File: src/rtl/xbar_cfg_loader.sv
// Crossbar configuration loader. Select words are streamed into a shadow
// register one output at a time. The finished set is copied to the active
// crossbar configuration in a single COMMIT cycle, so the crossbar never
// sees a partially loaded configuration.
module xbar_cfg_loader #(
    parameter int NUM_IN  = 39,
    parameter int NUM_OUT = 54,
    parameter int SEL_W   = 6,
    localparam int CNT_W  = $clog2(NUM_OUT + 1)
) (
    input  logic                     clk,
    input  logic                     reset,
    input  logic                     io_cfg_start,
    input  logic                     io_cfg_valid,
    input  logic [SEL_W-1:0]         io_cfg_sel,
    output logic                     io_cfg_ready,
    output logic                     io_cfg_done,
    output logic                     io_cfg_err,
    output logic                     io_busy,
    output logic [CNT_W-1:0]         io_load_count,
    output logic [NUM_OUT*SEL_W-1:0] io_mux_configs
);

    typedef enum logic [1:0] {IDLE, LOAD, COMMIT} state_t;

    state_t                         state_q, state_d;
    logic [NUM_OUT-1:0][SEL_W-1:0]  shadow_q;
    logic [NUM_OUT-1:0][SEL_W-1:0]  mux_q;
    logic [CNT_W-1:0]               count_q;
    logic                           done_q;
    logic                           err_q;

    logic                           accept;
    logic                           sel_oor;
    logic                           last_word;
    logic [SEL_W-1:0]               sel_clean;

    // A start in LOAD is an abort, so it blocks acceptance of that cycle's word.
    assign accept    = (state_q == LOAD) && io_cfg_valid && !io_cfg_start;
    assign sel_oor   = {1'b0, io_cfg_sel} >= (SEL_W+1)'(NUM_IN);
    assign sel_clean = sel_oor ? '0 : io_cfg_sel;
    assign last_word = (count_q == CNT_W'(NUM_OUT - 1));

    // State register.
    always_ff @(posedge clk) begin
        if (reset) state_q <= IDLE;
        else       state_q <= state_d;
    end

    // Next-state decode.
    always_comb begin
        state_d = state_q;
        case (state_q)
            IDLE:    if (io_cfg_start) state_d = LOAD;
            LOAD:    if (accept && last_word) state_d = COMMIT;
            COMMIT:  state_d = IDLE;
            default: state_d = IDLE;
        endcase
    end

    // One write-enabled shadow field per crossbar output, selected by the word count.
    for (genvar g = 0; g < NUM_OUT; g++) begin : g_shadow
        always_ff @(posedge clk) begin
            if (reset)
                shadow_q[g] <= '0;
            else if (accept && (count_q == CNT_W'(g)))
                shadow_q[g] <= sel_clean;
        end
    end

    // Sequence bookkeeping: word count, sticky error, commit of the shadow and done pulse.
    always_ff @(posedge clk) begin
        if (reset) begin
            mux_q   <= '0;
            count_q <= '0;
            done_q  <= 1'b0;
            err_q   <= 1'b0;
        end else begin
            done_q <= 1'b0;
            if (state_q == COMMIT) begin
                mux_q  <= shadow_q;
                done_q <= 1'b1;
            end else if (io_cfg_start) begin
                // Fresh start from IDLE or abort-and-restart in LOAD.
                count_q <= '0;
                err_q   <= 1'b0;
            end else if (accept) begin
                count_q <= count_q + CNT_W'(1);
                if (sel_oor) err_q <= 1'b1;
            end
        end
    end

    assign io_cfg_ready   = (state_q == LOAD);
    assign io_busy        = (state_q != IDLE);
    assign io_cfg_done    = done_q;
    assign io_cfg_err     = err_q;
    assign io_load_count  = count_q;
    assign io_mux_configs = mux_q;

endmodule

File: config.mk
export PLATFORM = sky130hd
export DESIGN_NAME = xbar_cfg_loader
export DESIGN_NICKNAME = d
export VERILOG_FILES = /design/src/rtl/xbar_cfg_loader.sv
export SDC_FILE = /design/constraint.sdc
export NUM_CORES = 1
export LEC_CHECK = 0
export ABC_AREA = 1
export ABC_CLOCK_PERIOD_IN_PS = 1900
export BUFFER_PORTS_ARGS = -buffer_cell sky130_fd_sc_hd__buf_2
export CAP_MARGIN = 10
export CELL_PAD_IN_SITES_DETAIL_PLACEMENT = 0
export CELL_PAD_IN_SITES_GLOBAL_PLACEMENT = 1
export CORE_ASPECT_RATIO = 1.25
export CORE_MARGIN = 2
export CORE_UTILIZATION = 35
export DETAILED_ROUTE_END_ITERATION = 8
export PLACE_DENSITY_LB_ADDON = 0.1
export SETUP_SLACK_MARGIN = 0.02
export SLEW_MARGIN = 10
export SYNTH_ARGS = -nofsm -noshare
export SYNTH_HDL_FRONTEND = slang
export SYNTH_SLANG_ARGS = --single-unit
File: constraint.sdc
create_clock -name clk -period 1.9 [get_ports clk]
set_clock_uncertainty 0.2 [all_clocks]
set_input_delay 0.38 -clock clk [delete_from_list [all_inputs] [get_ports clk]]
set_output_delay 0.38 -clock clk [all_outputs]
set_load 0.02 [all_outputs]
# After elaboration in Yosys (flattened, before gate mapping)
# Index checks and enable logic that the tools add are counted.
# op_classes
addsub	1
n_reduce_logical	65
n_mux	10
bitwise_logic	1
n_lt_le_gt_ge	1
n_eq_ne	57
# ops
operator	count
6-bit equality test, second input constant	22
6-bit by 5-bit equality test with 1-bit output, second input constant	16
1-bit logical AND	56
6-bit by 4-bit equality test with 1-bit output, second input constant	8
6-bit by 3-bit equality test with 1-bit output, second input constant	4
6-bit two-way mux	3
6-bit by 2-bit equality test with 1-bit output, second input constant	2
6-bit by 1-bit adder with 6-bit output, second input constant	1
6-bit by 1-bit equality test with 1-bit output, second input constant	1
6-bit greater-or-equal comparator, second input constant	1
6-bit logical NOT	1
2-bit nonzero test	3
1-bit two-way mux	4
2-bit two-way mux	2
2-bit one-hot mux with 2 select lines	1
2-bit AND reduction	2
3-bit AND reduction	1
2-bit by 1-bit equality test with 1-bit output, second input constant	1
2-bit equality test, second input constant	1
2-bit logical NOT	1
2-bit by 1-bit != test with 1-bit output, second input constant	1
2-bit != test, second input constant	1
1-bit logical NOT	1
1-bit inverter	1
# totals
regBits	658
word_cells	247
out_inout_bits	334
in_bits	10

# Logic depth before layout (Yosys ltp)
# Gate-level depths: netlist (run 1).
# logic_depth
word_depth	6
ltp_mapped	10
mapped_depth_nobuf	9

# Least setup slack after synthesis (run 1)
# Ideal clock, no wire load.
# synth_timing
path_type	reg2reg
from	register count_q[0], in the netlist io_load_count[0]
to	register shadow_q[312] in the netlist's numbering
path_buffers	0
period_less_slack_ns	1.805
arrival_time_ns	1.491
path_slack_ns	0.095
required_ns	1.586
setup_time_ns	0.114
stages_incl_launch_ff	9
cell_sequence	dfxtp_1 -> inv_1 -> ha_1 -> nand3_1 -> inv_1 -> nand3_1 -> nand2_1 -> nand2_1 -> nor2_1
# synth_between
elab_chain_cells	2
# synth_lines
element	line	rtl
start: declaration	29	logic [CNT_W-1:0] count_q;
start signal: assignment	88	count_q <= count_q + CNT_W'(1);
6-bit equality test	66	else if (accept && (count_q == CNT_W'(g)))
1-bit logical AND	66	
end signal: indexed assignment	67	shadow_q[g] <= sel_clean;
end: declaration	27	logic [NUM_OUT-1:0][SEL_W-1:0] shadow_q;
# No other way between the ends.
# A chain may end at the register's enable or synchronous reset.

# Final worst setup path (run 1)
# layout_timing
from	register state_q[0]
to	output port io_cfg_ready
# layout_between
elab_chain_cells	1
# layout_lines
element	line	rtl
start: declaration	26	state_t state_q, state_d;
start signal: assignment	47	else state_q <= state_d;
2-bit by 1-bit equality test with 1-bit output	94	assign io_cfg_ready = (state_q == LOAD);
end: declaration	16	output logic io_cfg_ready,
# No other way between the ends.

==> results of run 1 <==
[worst max-delay path: cells and delay by family, from the launching register on]
kind | cells | cell delay (ns)
and+or+nand+nor | 1 | 0.12
buffers and inverters | 2 | 0.19
DFF | 1 | 0.38
[through the flow]
| step | setup slack, ns | instance area (µm²) | hold WS (ns) |
|---|---|---|---|
| after floorplan | 0.09495 | 24500 | 0.2297 |
| after global placement | -0.1622 | 28510 | 0.2357 |
| after detailed placement | -0.2008 | 28510 | 0.2404 |
| after CTS | -0.03086 | 31130 | 0.02805 |
| after global routing | -0.01949 | 31600 | 0.06910 |
| final | 0.02586 | 31600 | 0.05312 |
[routing by layer]
| metal | GRT usage (%) | vias to the layer above | wire length (µm) |
|---|---|---|---|
| li1 | - | 11270 | - |
| met5 | 0 | - | 0 |
| met4 | 7.986 | 0 | 2461 |
| met3 | 3.149 | 118 | 3380 |
| met1 | 27.32 | 10199 | 35370 |
| met2 | 36.93 | 455 | 38710 |
[worst paths after layout]
| path | cells past startpoint | from | to | slack (ns) |
|---|---|---|---|---|
| worst max-delay path | 3 | state_q[0]$_SDFFE_PP0P_ | io_cfg_ready | 0.03 |
| worst min register to register | 2 | shadow_q[201]$_SDFFE_PP0P_ | io_mux_configs[201]$_SDFFE_PP0P_ | 0.24 |
| worst min-delay path | 6 | io_cfg_sel[4] | shadow_q[298]$_SDFFE_PP0P_ | 0.05 |
| worst max register to register | 9 | state_q[1]$_SDFFE_PP0P_ | shadow_q[6]$_SDFFE_PP0P_ | 0.08 |
[layout make-up]
type                    count  area (µm²)  area share, %
multi-input cells        2179        9784          30.97
well taps                 935        1170          3.702
repair buffers            534        3990          12.63
flip-flops and latches    658       13200          41.78
inverters                 292        1132          3.584
clock inverters            24       241.5         0.7642
clock buffers             102        2077          6.573
[sequential cells by signal (all words and copies together), names as in the netlist]
name,cells
io_cfg_done,1
io_load_count,6
shadow_q,324
io_mux_configs,324
io_cfg_err,1
state_q,2
[repair_timing]
item	4_1_cts	5_1_grt
gates cloned	0	3
endpoints found under the setup margin	217	258
hold buffers	3	0
endpoints found under the hold margin	13	0
buffers inserted	6	10
pin swaps	1	6
gates resized for setup	68	76
[cells in the mapped netlist (all sizes together)]
cell | number | area share [%]
a21oi | 308 | 6.3
a31oi | 1 | 0.026
buf | 77 | 1.6
clkbuf | 124 | 1.9
clkinv | 5 | 0.077
dfxtp | 658 | 54
ha | 4 | 0.20
inv | 287 | 4.4
nand2 | 664 | 10
nand3 | 136 | 3.2
nand4 | 1 | 0.026
nor2 | 726 | 11
nor4 | 1 | 0.026
o21ai | 338 | 6.9
[where the power goes]
group	internal, mW	leakage, nW	switching (mW)
Sequential	13.8	5.30	0.00829
Clock	8.16	1.15	5.71
Combinational	0.307	8.27	0.635
Total	22.3	14.7	6.35
[cells by family after synthesis]
group	count (synthesis)	synth area share, %
AND/OR/NAND/NOR	1528	24.83
AO/OA/AOI/OAI	647	13.22
adder cells (fa/ha/maj)	4	0.2043
buffers and inverters	493	7.968
flip-flops	658	53.77
==> metrics.txt, run 1 <==
# TYPE chip_impl_metric gauge
chip_impl_metric{name="timing.final.max_slew_violations",unit=""} 0
chip_impl_metric{name="routed_wirelength",unit="µm"} 79920
chip_impl_metric{name="sequential_fraction_of_the_synthesis_area",unit="%"} 53.77
chip_impl_metric{name="floorplan.core_area",unit="µm²"} 69320
chip_impl_metric{name="ys_warn_count",unit=""} 0
chip_impl_metric{name="synth_area",unit="µm²"} 24500
chip_impl_metric{name="finalSetupViolations",unit=""} 0
chip_impl_metric{name="instances_no_fill",unit=""} 4724
chip_impl_info{name="critical_path_class",value="flip-flop to primary output"} 1
chip_impl_metric{name="detail_route.wl_per_cell",unit="µm"} 16.92
chip_impl_info{name="hold_class",value="primary input to flip-flop"} 1
chip_impl_metric{name="layout.nets",unit=""} 3750
chip_impl_metric{name="placedCellCount",unit=""} 4576
chip_impl_metric{name="floorplan.initialDensity",unit="%"} 35.34
chip_impl_metric{name="floorplan.die.width",unit="µm"} 240.6
chip_impl_metric{name="timing.slew.headroom",unit="%"} 69.60
chip_impl_info{name="layout.cells.most_common_list",value="nor2_1, dfxtp_1, nand2_1"} 1
chip_impl_metric{name="cts.path.max_buffers",unit=""} 3
chip_impl_metric{name="cells_after_synthesis",unit=""} 3330
chip_impl_metric{name="drt_drc_violations_left",unit=""} 0
chip_impl_metric{name="grt_remaining_overflow",unit=""} 0
chip_impl_metric{name="dp.final_hpwl",unit="µm"} 55940
chip_impl_metric{name="cts_num_sinks",unit=""} 658
chip_impl_metric{name="worstPathArrival",unit="ns"} 1.29
chip_impl_metric{name="final_layout_size_suffix_gt1_share",unit="%"} 20.35
chip_impl_metric{name="timing.max_cap.violations",unit=""} 0
chip_impl_metric{name="grt_pass1_wl",unit="µm"} 120800
chip_impl_metric{name="io_buffer_count",unit=""} 343
chip_impl_info{name="crit_chain",value="inv_4, nor2_4, buf_6"} 1
chip_impl_metric{name="viasPerCell",unit=""} 4.666
chip_impl_metric{name="tightestPinTransition",unit="ns"} 0.4513
chip_impl_metric{name="largest_net_degree_at_the_start_of_global_routing",unit=""} 97
chip_impl_metric{name="number_of_library_cell_types_mapped_by_synthesis",unit=""} 23
chip_impl_metric{name="layout.filler_cells",unit=""} 6967
chip_impl_metric{name="finish.utilization",unit="%"} 45.58
chip_impl_metric{name="period_share",unit="%"} 98.64
chip_impl_info{name="clock_tree.root_cell",value="clkbuf_16"} 1
chip_impl_metric{name="timing.critical_path.slowest_cell_delay",unit="ns"} 0.38
chip_impl_metric{name="total_iterations_of_the_first_detailed_routing_run",unit=""} 5
chip_impl_metric{name="synthesis.area_per_instance",unit="µm²"} 7.356
chip_impl_metric{name="clock_latency",unit="ns"} 0.60
chip_impl_info{name="status",value="complete, no violations"} 1
chip_impl_metric{name="power_density",unit="nW/µm²"} 905.5
chip_impl_metric{name="areaGrowthSynthToFinish",unit="%"} 28.99
chip_impl_metric{name="postSynthRegisterBits",unit=""} 658
chip_impl_metric{name="final.min_clock_period",unit="ns"} 1.874
chip_impl_metric{name="floorplan.die_area",unit="µm²"} 72130
chip_impl_metric{name="critPathMaxFanout",unit=""} 3
chip_impl_metric{name="total_power",unit="mW"} 28.61
chip_impl_metric{name="cts_made_buffers",unit=""} 71
chip_impl_metric{name="leakage_power_figure",unit="nW"} 14.72
chip_impl_info{name="timing.critical_path.slowest_stage_cell",value="dfxtp_4"} 1
chip_impl_info{name="worstSetupEndpointType",value="primary output"} 1
chip_impl_metric{name="ant_nets",unit=""} 0
chip_impl_metric{name="grt_pass1_vias",unit=""} 20979
chip_impl_metric{name="finalSetupTns",unit="ns"} 0
chip_impl_metric{name="place_congestion",unit=""} 0.8339
chip_impl_metric{name="fp.dieH",unit="µm"} 299.8
chip_impl_metric{name="achievable-frequency",unit="GHz"} 0.5336
chip_impl_metric{name="number_of_antenna_violations_at_the_first_check_in_global_routing",unit=""} 0
chip_impl_info{name="rsz0062_at_grt",value="yes"} 1
chip_impl_metric{name="timing.final.hold_violations",unit=""} 0
chip_impl_metric{name="io_pins",unit=""} 344
chip_impl_metric{name="grt_use_total",unit="%"} 21.54
chip_impl_metric{name="vias",unit=""} 22042
chip_impl_metric{name="diodes",unit=""} 0
chip_impl_metric{name="htree_levels",unit=""} 3
chip_impl_metric{name="net_count_of_the_mapped_netlist",unit=""} 3344
chip_impl_metric{name="drt-initial-drc-count",unit=""} 1203
chip_impl_info{name="layout.cells.most_common",value="nor2_1"} 1
chip_impl_info{name="worst_setup_path_start_kind",value="flip-flop"} 1
chip_impl_metric{name="worst_ep_required_time",unit="ns"} 1.32
chip_impl_metric{name="std_cell_rows",unit=""} 108
chip_impl_metric{name="path_clk_slew",unit="ns"} 0.06
chip_impl_info{name="tritoncts",value="yes"} 1
chip_impl_metric{name="max-vdd-ir-drop",unit="µV"} 755.3
(Power assumes the default switching activity.)
==> run 2, diff against run 1 <==
--- a/config.mk
+++ b/config.mk
@@ -12,7 +12,7 @@
 export CELL_PAD_IN_SITES_DETAIL_PLACEMENT = 0
 export CELL_PAD_IN_SITES_GLOBAL_PLACEMENT = 1
 export CORE_ASPECT_RATIO = 1.25
-export CORE_MARGIN = 2
+export CORE_MARGIN = 3
 export CORE_UTILIZATION = 35
 export DETAILED_ROUTE_END_ITERATION = 8
 export PLACE_DENSITY_LB_ADDON = 0.1
==> run 2 against run 1 <==
Compared with the run above: clock power increased by 4%; the flow now finishes with violations (negative setup slack); via count increased by 0.62%; highest routed layer unchanged; combinational power increased by 6%; final cell count increased by 0.30%.
==> metrics.txt, run 2 (synthesis results as in run 1) <==
# TYPE chip_impl_metric gauge
chip_impl_info{name="hold_class",value="primary input to flip-flop"} 1
chip_impl_metric{name="combinational_cell_fraction_of_total_power",unit="%"} 3.4
chip_impl_metric{name="floorplan.die.width",unit="µm"} 242.6
chip_impl_metric{name="diodes",unit=""} 0
chip_impl_metric{name="areaGrowthSynthToFinish",unit="%"} 32.63
chip_impl_metric{name="drt-initial-drc-count",unit=""} 1184
chip_impl_metric{name="largest_net_degree_at_the_start_of_global_routing",unit=""} 98
chip_impl_metric{name="finalSetupViolations",unit=""} 3
chip_impl_info{name="clock_tree.root_cell",value="clkbuf_16"} 1
chip_impl_metric{name="cts_made_buffers",unit=""} 71
chip_impl_metric{name="fp.dieH",unit="µm"} 301.8
chip_impl_metric{name="postLayoutSetupSlackWorst",unit="ns"} -0.01395
chip_impl_info{name="tritoncts",value="yes"} 1
chip_impl_metric{name="floorplan.core_area",unit="µm²"} 68680
chip_impl_metric{name="grt_pass1_vias",unit=""} 21308
chip_impl_metric{name="switching_power_of_the_nets",unit="mW"} 6.394
chip_impl_metric{name="cell_internal_power",unit="mW"} 22.94
chip_impl_metric{name="power_density",unit="nW/µm²"} 902.7
chip_impl_metric{name="path_clk_slew",unit="ns"} 0.06
chip_impl_metric{name="htree_levels",unit=""} 3
chip_impl_metric{name="grt_pass1_wl",unit="µm"} 122500
chip_impl_info{name="layout.cells.most_common_list",value="nor2_1, dfxtp_1, nand2_1"} 1
chip_impl_metric{name="number_of_antenna_violations_at_the_first_check_in_global_routing",unit=""} 0
chip_impl_metric{name="seq_power_share",unit="%"} 47.1
chip_impl_metric{name="io_pins",unit=""} 344
chip_impl_metric{name="final.min_clock_period",unit="ns"} 1.914
chip_impl_metric{name="leakage_power_figure",unit="nW"} 15.01
chip_impl_info{name="layout.cells.most_common",value="nor2_1"} 1
chip_impl_metric{name="period_share",unit="%"} 100.7
chip_impl_metric{name="max-vdd-ir-drop",unit="µV"} 569.5
chip_impl_metric{name="worst_ep_required_time",unit="ns"} 2.18
chip_impl_metric{name="r2r_cells",unit=""} 11
chip_impl_metric{name="timing.final.hold_violations",unit=""} 0
chip_impl_info{name="timing.critical_path.from",value="state_q[1]$_SDFFE_PP0P_"} 1
chip_impl_metric{name="clock_latency",unit="ns"} 0.59
chip_impl_metric{name="place_area",unit="µm²"} 28530
chip_impl_info{name="worst_setup_path_start_kind",value="flip-flop"} 1
chip_impl_metric{name="drt_drc_violations_left",unit=""} 0
chip_impl_metric{name="cts.path.max_buffers",unit=""} 3
chip_impl_metric{name="achievable-frequency",unit="GHz"} 0.5225
chip_impl_metric{name="tightestPinTransition",unit="ns"} 0.6048
chip_impl_metric{name="total_iterations_of_the_first_detailed_routing_run",unit=""} 5
chip_impl_metric{name="layout.nets",unit=""} 3774
chip_impl_metric{name="std_cell_rows",unit=""} 107
chip_impl_metric{name="dp.final_hpwl",unit="µm"} 56850
chip_impl_info{name="critical_path_class",value="flip-flop to flip-flop"} 1
chip_impl_metric{name="floorplan.die_area",unit="µm²"} 73220
chip_impl_info{name="reg2reg_from",value="state_q[1]$_SDFFE_PP0P_"} 1
chip_impl_metric{name="cts_num_sinks",unit=""} 658
chip_impl_metric{name="critPathMaxFanout",unit=""} 8
chip_impl_metric{name="vias",unit=""} 22179
chip_impl_info{name="cp-endpoint",value="shadow_q[13]$_SDFFE_PP0P_"} 1
chip_impl_metric{name="timing.final.max_slew_violations",unit=""} 0
chip_impl_metric{name="place_congestion",unit=""} 0.8220
chip_impl_metric{name="routed_wirelength",unit="µm"} 81100
chip_impl_info{name="worstSetupEndpointType",value="flip-flop"} 1
chip_impl_metric{name="layout.filler_cells",unit=""} 6813
chip_impl_metric{name="finished_layout_cell_area",unit="µm²"} 32490
chip_impl_metric{name="grt_remaining_overflow",unit=""} 0
chip_impl_info{name="status",value="finished with violations"} 1
chip_impl_metric{name="grt_use_total",unit="%"} 21.23
chip_impl_metric{name="detail_route.wl_per_cell",unit="µm"} 17.12
chip_impl_metric{name="viasPerCell",unit=""} 4.681
chip_impl_metric{name="final_layout_size_suffix_gt1_share",unit="%"} 23.50
chip_impl_metric{name="swShare",unit="%"} 21.80
chip_impl_info{name="failed_checks",value="negative setup slack"} 1
chip_impl_info{name="timing.rr.end",value="shadow_q[13]$_SDFFE_PP0P_"} 1
chip_impl_metric{name="r2r_setup_slack",unit="ns"} -0.01
chip_impl_metric{name="ant_nets",unit=""} 0
chip_impl_metric{name="worstPathArrival",unit="ns"} 2.19
chip_impl_metric{name="timing.slew.headroom",unit="%"} 59.26
chip_impl_metric{name="io_buffer_count",unit=""} 343
chip_impl_metric{name="timing.max_cap.violations",unit=""} 0
chip_impl_metric{name="total_power",unit="mW"} 29.33
chip_impl_metric{name="clock_power_share",unit="%"} 49.5
chip_impl_metric{name="floorplan.initialDensity",unit="%"} 35.67
chip_impl_info{name="rsz0062_at_grt",value="yes"} 1
## run 2: worst min-delay path by stage
| stage | startpoint | to | slack, ns | depth (start not counted) |
|---|---|---|---|---|
| after global placement | shadow_q[312]$_SDFFE_PP0P_ | io_mux_configs[312]$_SDFFE_PP0P_ | 0.24 | 2 |
| final | reset | io_load_count[0]$_SDFFE_PP0P_ | 0.03 | 4 |
| after global routing | reset | io_load_count[0]$_SDFFE_PP0P_ | 0.02 | 4 |
| after CTS | reset | io_load_count[0]$_SDFFE_PP0P_ | 0.0002 | 4 |
| after floorplan | shadow_q[0]$_SDFFE_PP0P_ | io_mux_configs[0]$_SDFFE_PP0P_ | 0.23 | 2 |
| after detailed placement | shadow_q[171]$_SDFFE_PP0P_ | io_mux_configs[171]$_SDFFE_PP0P_ | 0.24 | 2 |
## run 2: critical path: stages, from the launching register on
cell and delay (ns):
dfxtp_2 0.33, buf_6 0.12, inv_4 0.05, nand3_4 0.07
nor2_4 0.19, buf_6 0.14, buf_6 0.13, clkbuf_16 0.20
nand3_4 0.08, buf_6 0.15, nor2_1 0.10, nor2_1 0.05
## run 2: per-stage QoR
stage	worst slack [ns]	hold WS (ns)	std cells	util (%)	TNS (ns)
2_1_floorplan	0.09495	0.2297	3330	-	0
3_3_place_gp	-0.1719	0.2353	4578	41.55	-6.442
3_5_place_dp	-0.2143	0.2424	4578	41.55	-10.33
4_1_cts	-0.02114	0.0001794	4714	45.62	-0.02114
5_1_grt	-0.08459	0.01953	4738	47.31	-2.316
6_report	-0.01395	0.03300	4738	47.31	-0.02324
## run 2: power groups by stage
stage	Combinational, mW	Sequential (mW)	Clock [mW]
detailed placement	0.895	14.1	0
finish	1.00	13.8	14.5
global placement	0.893	14.1	0
global route	1.08	13.8	15.4
floorplan	0.425	14.1	0
CTS	0.923	13.8	14.9
## run 2: area by class of cell
type,count,area [µm²],share of cell area [%]
flip-flops and latches,658,13200,40.61
multi-input cells,2179,10300,31.69
repair buffers,557,4235,13.04
clock buffers,102,2106,6.481
well taps,926,1159,3.566
inverters,292,1139,3.504
clock inverters,23,351.6,1.082
repair inverters,1,8.758,0.02696
## run 2: metal layers
metal | vias to the layer above | track usage, % | routed length, µm
li1 | 11303 | - | -
met3 | 124 | 3.741 | 3822
met5 | - | 0 | 0
met4 | 0 | 7.956 | 2757
met2 | 470 | 37.75 | 40040
met1 | 10282 | 25.70 | 34490
## run 2: timing repair
action | 4_1_cts | 5_1_grt
hold buffers | 2 | 0
buffers inserted | 9 | 18
pin swaps | 3 | 39
endpoints found under the hold margin | 3 | 0
cloned | 0 | 6
gates resized for setup | 69 | 236
endpoints found under the setup margin | 196 | 346
